[src/rtl/sic_dispatch_queue.sv]
`default_nettype none
// ============================================================================
// Module      : sic_dispatch_queue
// Description : In-order circular packet queue between the issue controller
//               and the SIC array. Hands the head packet to one requesting
//               SIC per cycle (round-robin, with a one-cycle cooldown on the
//               last winner) and supports a whole-queue flush.
//               Optional macro SIC_DISPATCH_BYPASS_EN adds a same-cycle
//               bypass from in_pkt to the SICs when the queue is empty.
// Revision    : 1.0 - initial release
// ============================================================================
module sic_dispatch_queue #(
    parameter int NUM_SIC = 4,
    parameter int DEPTH   = 8,
    parameter int PKT_W   = 128
) (
    input  logic                         clk,
    input  logic                         rst,
    input  logic                         in_valid,
    output logic                         in_ready,
    input  logic [PKT_W-1:0]             in_pkt,
    input  logic                         flush,
    input  logic [NUM_SIC-1:0]           sic_req,
    output logic [NUM_SIC-1:0]           sic_pkt_valid,
    output logic [PKT_W-1:0]             sic_pkt,
    output logic [$clog2(DEPTH+1)-1:0]   occupancy
);

    localparam int PTR_W = $clog2(DEPTH);
    localparam int OCC_W = $clog2(DEPTH + 1);
    localparam int RR_W  = $clog2(NUM_SIC);
    localparam logic [OCC_W-1:0] FULL_LVL = OCC_W'(DEPTH);
    localparam logic [RR_W-1:0]  RR_LAST  = RR_W'(NUM_SIC - 1);

    logic [PKT_W-1:0]   mem_q [DEPTH];
    logic [PTR_W-1:0]   head_q, head_d;
    logic [PTR_W-1:0]   tail_q, tail_d;
    logic [OCC_W-1:0]   occ_q, occ_d;
    logic [RR_W-1:0]    rr_q, rr_d;
    logic [NUM_SIC-1:0] cool_q, cool_d;

    logic               full, empty;
    logic [NUM_SIC-1:0] eligible;
    logic               found;
    logic [RR_W-1:0]    winner;
    logic [NUM_SIC-1:0] win_onehot;
    logic               push, store, pop_q, bypass, dispatch;

    assign full      = (occ_q == FULL_LVL);
    assign empty     = (occ_q == '0);
    assign occupancy = occ_q;

    // A full queue stalls even when it pops this cycle: readiness is kept
    // independent of the dispatch path to keep the timing path short.
    assign in_ready  = !rst && !flush && !full;
    assign push      = in_valid && in_ready;
    assign eligible  = sic_req & ~cool_q;

    // Round-robin scan upward from rr_q, wrapping modulo NUM_SIC.
    always_comb begin
        logic [RR_W-1:0] cand;
        found  = 1'b0;
        winner = '0;
        cand   = '0;
        for (int i = 0; i < NUM_SIC; i++) begin
            cand = RR_W'((int'(rr_q) + i) % NUM_SIC);
            if (!found && eligible[cand]) begin
                found  = 1'b1;
                winner = cand;
            end
        end
    end

    assign win_onehot = NUM_SIC'(1) << winner;
    assign pop_q      = !empty && !flush && !rst && found;

`ifdef SIC_DISPATCH_BYPASS_EN
    // Empty queue: an accepted packet may go straight to the winning SIC.
    assign bypass = empty && push && found;
`else
    assign bypass = 1'b0;
`endif

    assign dispatch      = pop_q || bypass;
    assign store         = push && !bypass;
    assign sic_pkt_valid = dispatch ? win_onehot : '0;

    // Payload broadcast: bypass data, else head entry, else zero.
    always_comb begin
        sic_pkt = '0;
        if (rst) begin
            sic_pkt = '0;
        end else if (bypass) begin
            sic_pkt = in_pkt;
        end else if (!empty) begin
            sic_pkt = mem_q[head_q];
        end
    end

    // Next-state for pointers, occupancy, round-robin pointer and cooldown.
    always_comb begin
        head_d = head_q;
        tail_d = tail_q;
        occ_d  = occ_q;
        rr_d   = rr_q;
        cool_d = cool_q;
        if (flush) begin
            // Flush empties the queue but keeps arbitration history.
            head_d = '0;
            tail_d = '0;
            occ_d  = '0;
        end else begin
            if (pop_q) begin
                head_d = head_q + PTR_W'(1);
            end
            if (store) begin
                tail_d = tail_q + PTR_W'(1);
            end
            occ_d = occ_q + OCC_W'(store) - OCC_W'(pop_q);
            if (dispatch) begin
                rr_d   = (winner == RR_LAST) ? '0 : winner + RR_W'(1);
                cool_d = win_onehot;
            end else begin
                cool_d = '0;
            end
        end
    end

    // Control state register with synchronous reset.
    always_ff @(posedge clk) begin
        if (rst) begin
            head_q <= '0;
            tail_q <= '0;
            occ_q  <= '0;
            rr_q   <= '0;
            cool_q <= '0;
        end else begin
            head_q <= head_d;
            tail_q <= tail_d;
            occ_q  <= occ_d;
            rr_q   <= rr_d;
            cool_q <= cool_d;
        end
    end

    // Payload storage; contents need no reset since occupancy guards reads.
    always_ff @(posedge clk) begin
        if (store) begin
            mem_q[tail_q] <= in_pkt;
        end
    end

endmodule
`default_nettype wire

[config.mk]
export PLATFORM = sky130hd
export DESIGN_NAME = sic_dispatch_queue
export DESIGN_NICKNAME = d
export VERILOG_FILES = /design/src/rtl/sic_dispatch_queue.sv
export SDC_FILE = /design/constraint.sdc
export NUM_CORES = 1
export LEC_CHECK = 0
export BUFFER_PORTS_ARGS = -buffer_cell sky130_fd_sc_hd__buf_4
export CORE_MARGIN = 5
export CORE_UTILIZATION = 35
export CTS_BUF_LIST = sky130_fd_sc_hd__clkbuf_2 sky130_fd_sc_hd__clkbuf_4 sky130_fd_sc_hd__clkbuf_8
export DETAILED_ROUTE_END_ITERATION = 8
export PLACE_DENSITY = 0.52
export SETUP_SLACK_MARGIN = 0.15
export SLEW_MARGIN = 30
export SYNTH_ARGS = -nofsm -noshare
export SYNTH_HDL_FRONTEND = slang
export SYNTH_SLANG_ARGS = --single-unit
[constraint.sdc]
create_clock -name clk -period 12.3 [get_ports clk]
set_input_delay 0.615 -clock clk [delete_from_list [all_inputs] [get_ports clk]]
set_output_delay 0.615 -clock clk [all_outputs]
set_load 0.01 [all_outputs]
# After elaboration in Yosys (flattened, before gate mapping)
# Memory sizes are Yosys's and may differ from the RTL's. A register that Yosys moved wholly into a read port is not among the register bits.
# Index checks and enable logic that the tools add are counted.
[word_totals]
register_bits = 16
ramBits = 1024
input_bits = 136
n_memories = 1
[memory_table]
columns = ["memory", "words", "width", "rd", "rd_ports_with_merged_regs", "wr", "line_no", "text"]
rows = [
  ["mem_q", 8, 128, 1, 1, 1, "35", "logic [PKT_W-1:0] mem_q [DEPTH];"],
]
[classes]
addsub = 8
order_cmp = 4
eq_ne = 2
shifts = 1
mux = 24
bitwise_logic = 3
reduce_logical = 19
[op_table]
columns = ["operator", "count"]
rows = [
  ["2-to-1 mux 128 bit", 2],
  ["< comparator 2 x 3 -> 1 bit, second input constant", 4],
  ["2-to-1 mux 1 bit", 10],
  ["2-to-1 mux 2 bit", 5],
  ["logical AND 1 bit", 9],
  ["binary-select mux 1 bit (select 2 bit)", 4],
  ["zero test 1 bit", 7],
  ["adder 3 x 1 -> 3 bit, second input constant", 2],
  ["2-to-1 mux 3 bit", 2],
  ["adder 2 x 1 -> 2 bit, second input constant", 2],
  ["adder 2 bit, second input constant", 2],
  ["adder 4 x 1 -> 4 bit", 1],
  ["bitwise AND 4 bit", 1],
  ["== test 4 bit, second input constant", 1],
  ["zero test 4 bit", 1],
  ["2-to-1 mux 4 bit", 1],
  ["NOT 4 bit", 1],
  ["<< shifter 1 x 2 -> 4 bit, first input constant", 1],
  ["subtractor 4 x 1 -> 4 bit", 1],
  ["== test 2 bit, second input constant", 1],
  ["AND reduction 2 bit", 1],
  ["OR reduction 2 bit", 1],
  ["NOT 1 bit", 1],
]

# Logic depth before layout (Yosys ltp)
[logic_depth]
word_depth = 17
mapped_depth = 12
depth_no_buf = 12

# Worst setup path before layout
# OpenSTA, ideal clock, no wires.
[synth_path]
path_type = "input port to flip-flop"
from = "in rst"
to = "mem mem_q[0][0] (enable)"
t_arrival_ns = 10.179
required_ns = 11.528
slack_ns = 1.348
stages = 5
cell_sequence = "buf_2 -> nor2_1 -> nand3_2 -> or2_4 -> nor3_1"
[synth_via]
elab_chain_len = 6
[synth_rtl]
columns = ["element", "line_no", "text"]
rows = [
  ["from (decl)", "18", "input logic rst,"],
  ["zero test 1 bit", "55", "assign in_ready = !rst && !flush && !full;"],
  ["logical AND 1 bit (2 in a row)", "55", ""],
  ["logical AND 1 bit", "56", "assign push = in_valid && in_ready;"],
  ["2-to-1 mux 1 bit", "148", "if (store) begin"],
  ["2-to-1 mux 1 bit (implied by the code)", "149", "mem_q[tail_q] <= in_pkt;"],
  ["to (decl)", "35", ""],
]
# Every way passes these cells.

==> flow_summary.ini <==
[synth]
synth_edf_count = 1024
ys_types = 44
synth_area_leaders = edfxtp_1 77%, mux4_2 14%, mux2i_1 3.2%, nor2_1 1.4%, dfxtp_1 0.95%
ys_async_sr_fraction = 0
synth_flop_cell = edfxtp_1
ys_ff_latch = 1043
synthesis.area_mm2 = 0.03997
synth_area_per_cell_um2 = 22.84
synth_nets = 1899
yosysSeqAreaShare = 0.7787
synthCells = 1750
synth.top_cell.area_share = 0.7692
yosys.area.top_type = edfxtp_1
yosysWarnings = 0

[place]
io_buffers = 272
routabilityCongestion = 0.7028
post-dp-hpwl_um = 51320

[sta]
grt_setup_unrepaired = no
min_period_over_period = 0.4032
setup_viol = 0
drv_slew = 0
period_needed_ns = 4.959
fmax_mhz = 201.7
tns_ns = 0
finClkSkew_ns = 0.03175
report.final.hold_viol_count = 0
maxSlewHeadroom = 0.3463
tightest_slew_ns = 0.9806

[drt]
final_antenna_net_count = 0
met1_length_um = 40620
via_per_inst = 4.883
wl_met3_um = 5321
wl_per_cell_um = 23.50
firstDrtPassIters = 5
met2_length_um = 44650
drc = 0
finalWirelength_um = 92410
drtIter0Drc = 1186
top_layer = met5
vias = 19200

[clock_tree]
cts_buffers = 172
cts_tree = done
numClockSinks = 1043
clkSlewWorstSetupHoldPaths_ns = 0.06
htree_num_levels = 4
cts_buffer_depth = 3
ctsRootBufferMaster = clkbuf_8
post_cts_buffers = 0
clock_latency_ns = 0.82

[cells_and_area]
final_util = 0.4257
area.growth.synth_to_final_pct = 21.29
drive_gt1_frac = 0.3571
layout.nets = 2425

[power]
peakVddDrop_v = 0.00008013
power.density_mw_per_mm2 = 146.9
leakage_uw = 0.01531

[die]
die_area_mm2 = 0.1211
num_rows = 124
die_x_um = 348.0
core_mm2 = 0.1139
start_util = 0.3510
die_y_um = 348.0
ioPinCount = 273

[setup_path]
critPathArrivalTime_ns = 4.34
required_ns = 11.69
crit_fanout = 40
start_kind = flop
end_kind = output port
path_class = flop to output port

[global_routing]
grt_pass1_vias = 21190
grt_pass1_wl_um = 138100
grt_max_degree = 133
antenna_found_initial = 12
grt_usage = 0.1526
grt.overflow.total = 0

[flow_run]
maxCapViolCount = 0

[run_status]
status = completed

[worst_hold_path]
hold_path_class = input pin to flop
==> placed cells by master, fill, tap and decap left out, drive strengths merged, types with 7 or more instances in the layout <==
cell type | Yosys | layout
clkinv | 0 | 67
nor2 | 148 | 148
mux2i | 129 | 129
mux4 | 256 | 256
diode | 0 | 10
inv | 8 | 13
dlygate4sd3 | 0 | 130
edfxtp | 1024 | 1024
buf | 75 | 311
clkbuf | 14 | 222
clkinvlp | 0 | 8
ha | 12 | 12
dfxtp | 19 | 19
a21oi | 10 | 10
bufinv | 0 | 7
==> per-layer routing <==
layer | GRT usage | vias up
met3 | 0.03770 | 147
met2 | 0.2451 | 507
met4 | 0.04001 | 8
met5 | 0 | -
li1 | - | 8386
met1 | 0.2102 | 10160
==> path summary, 6_finish.rpt <==
kind	depth (start not counted)	from	slack [ns]	to
setup / recovery	6	flop	7.34	sic_pkt[62]
hold / removal	3	in_valid	0.14	tail_q[1]
setup reg to reg	7	occupancy[2]	8.65	mem_q[3][59]
hold reg to reg	1	head_q[2]	0.48	flop
==> metrics by stage <==
stage	setup slack [ns]	std cells	cell area [µm²]	total power, µW	hold WS, ns
4_1_cts	7.006	3923	48460	7244	0.009650
5_1_grt	6.789	3929	48470	7417	0.07240
6_report	7.341	3933	48480	7121	0.1410
2_1_floorplan	1.348	1750	39970	4074	0.4266
3_5_place_dp	7.976	3484	43770	4187	0.4742
3_3_place_gp	7.989	3480	43670	4178	0.4728
==> registers in the layout, summed over array words and instances (netlist names), named ones only <==
name and flops:
cool_q 4, mem_q 1024, head_q 3, rr_q 2, occupancy 4, tail_q 3
==> timing repair <==
action | in CTS | in global routing
gates resized for setup | 0 | 0
endpoints found under the setup margin | 0 | 0
hold buffers | 130 | 0
endpoints found under the hold margin | 1030 | 0
==> cells in the mapped netlist, drive strengths merged (3+ instances only) <==
| library cell | instances |
|---|---|
| edfxtp | 1024 |
| mux4 | 256 |
| a32oi | 4 |
| nand2 | 5 |
| a21oi | 10 |
| o21ai | 5 |
| dfxtp | 19 |
| nand3 | 5 |
| buf | 75 |
| nor2 | 148 |
| and2b | 3 |
| mux2i | 129 |
| inv | 8 |
| clkbuf | 14 |
| nand2b | 4 |
| ha | 12 |
| and3 | 4 |
==> final cells by class <==
cell class | count | area (µm²)
Antenna cell | 10 | 25.02
Clock buffer | 222 | 2755
Clock inverter | 87 | 624.3
Fill cell | 10050 | 65400
Inverter | 8 | 30.03
Multi-Input combinational cell | 610 | 8279
Sequential cell | 1043 | 31140
Tap cell | 1512 | 1892
Timing Repair Buffer | 441 | 3737
==> cell families after synthesis <==
family                     share of synthesized area
xor gates and xnor gates                   0.0006574
buffers and inverters                        0.01571
and+or+nand+nor                              0.02006
muxes                                         0.1765
DFF                                           0.7787
AOI/OAI and AO/OA                           0.004038
adders and majority gates                   0.004257
==> power breakdown <==
group          internal, µW  switching (µW)  leakage [µW]
registers              3920            4.60       0.00938
clock network          1620            1360       0.00178
logic                   104             119       0.00415
==> critical path, stage by stage, from the launching register on <==
cell     delay [ns]
dfxtp_4        0.86
buf_4          0.79
buf_4          0.71
mux4_2         0.59
mux2i_1        0.18
nor2_1         0.09
buf_4          0.19
(Power assumes the default switching activity.)
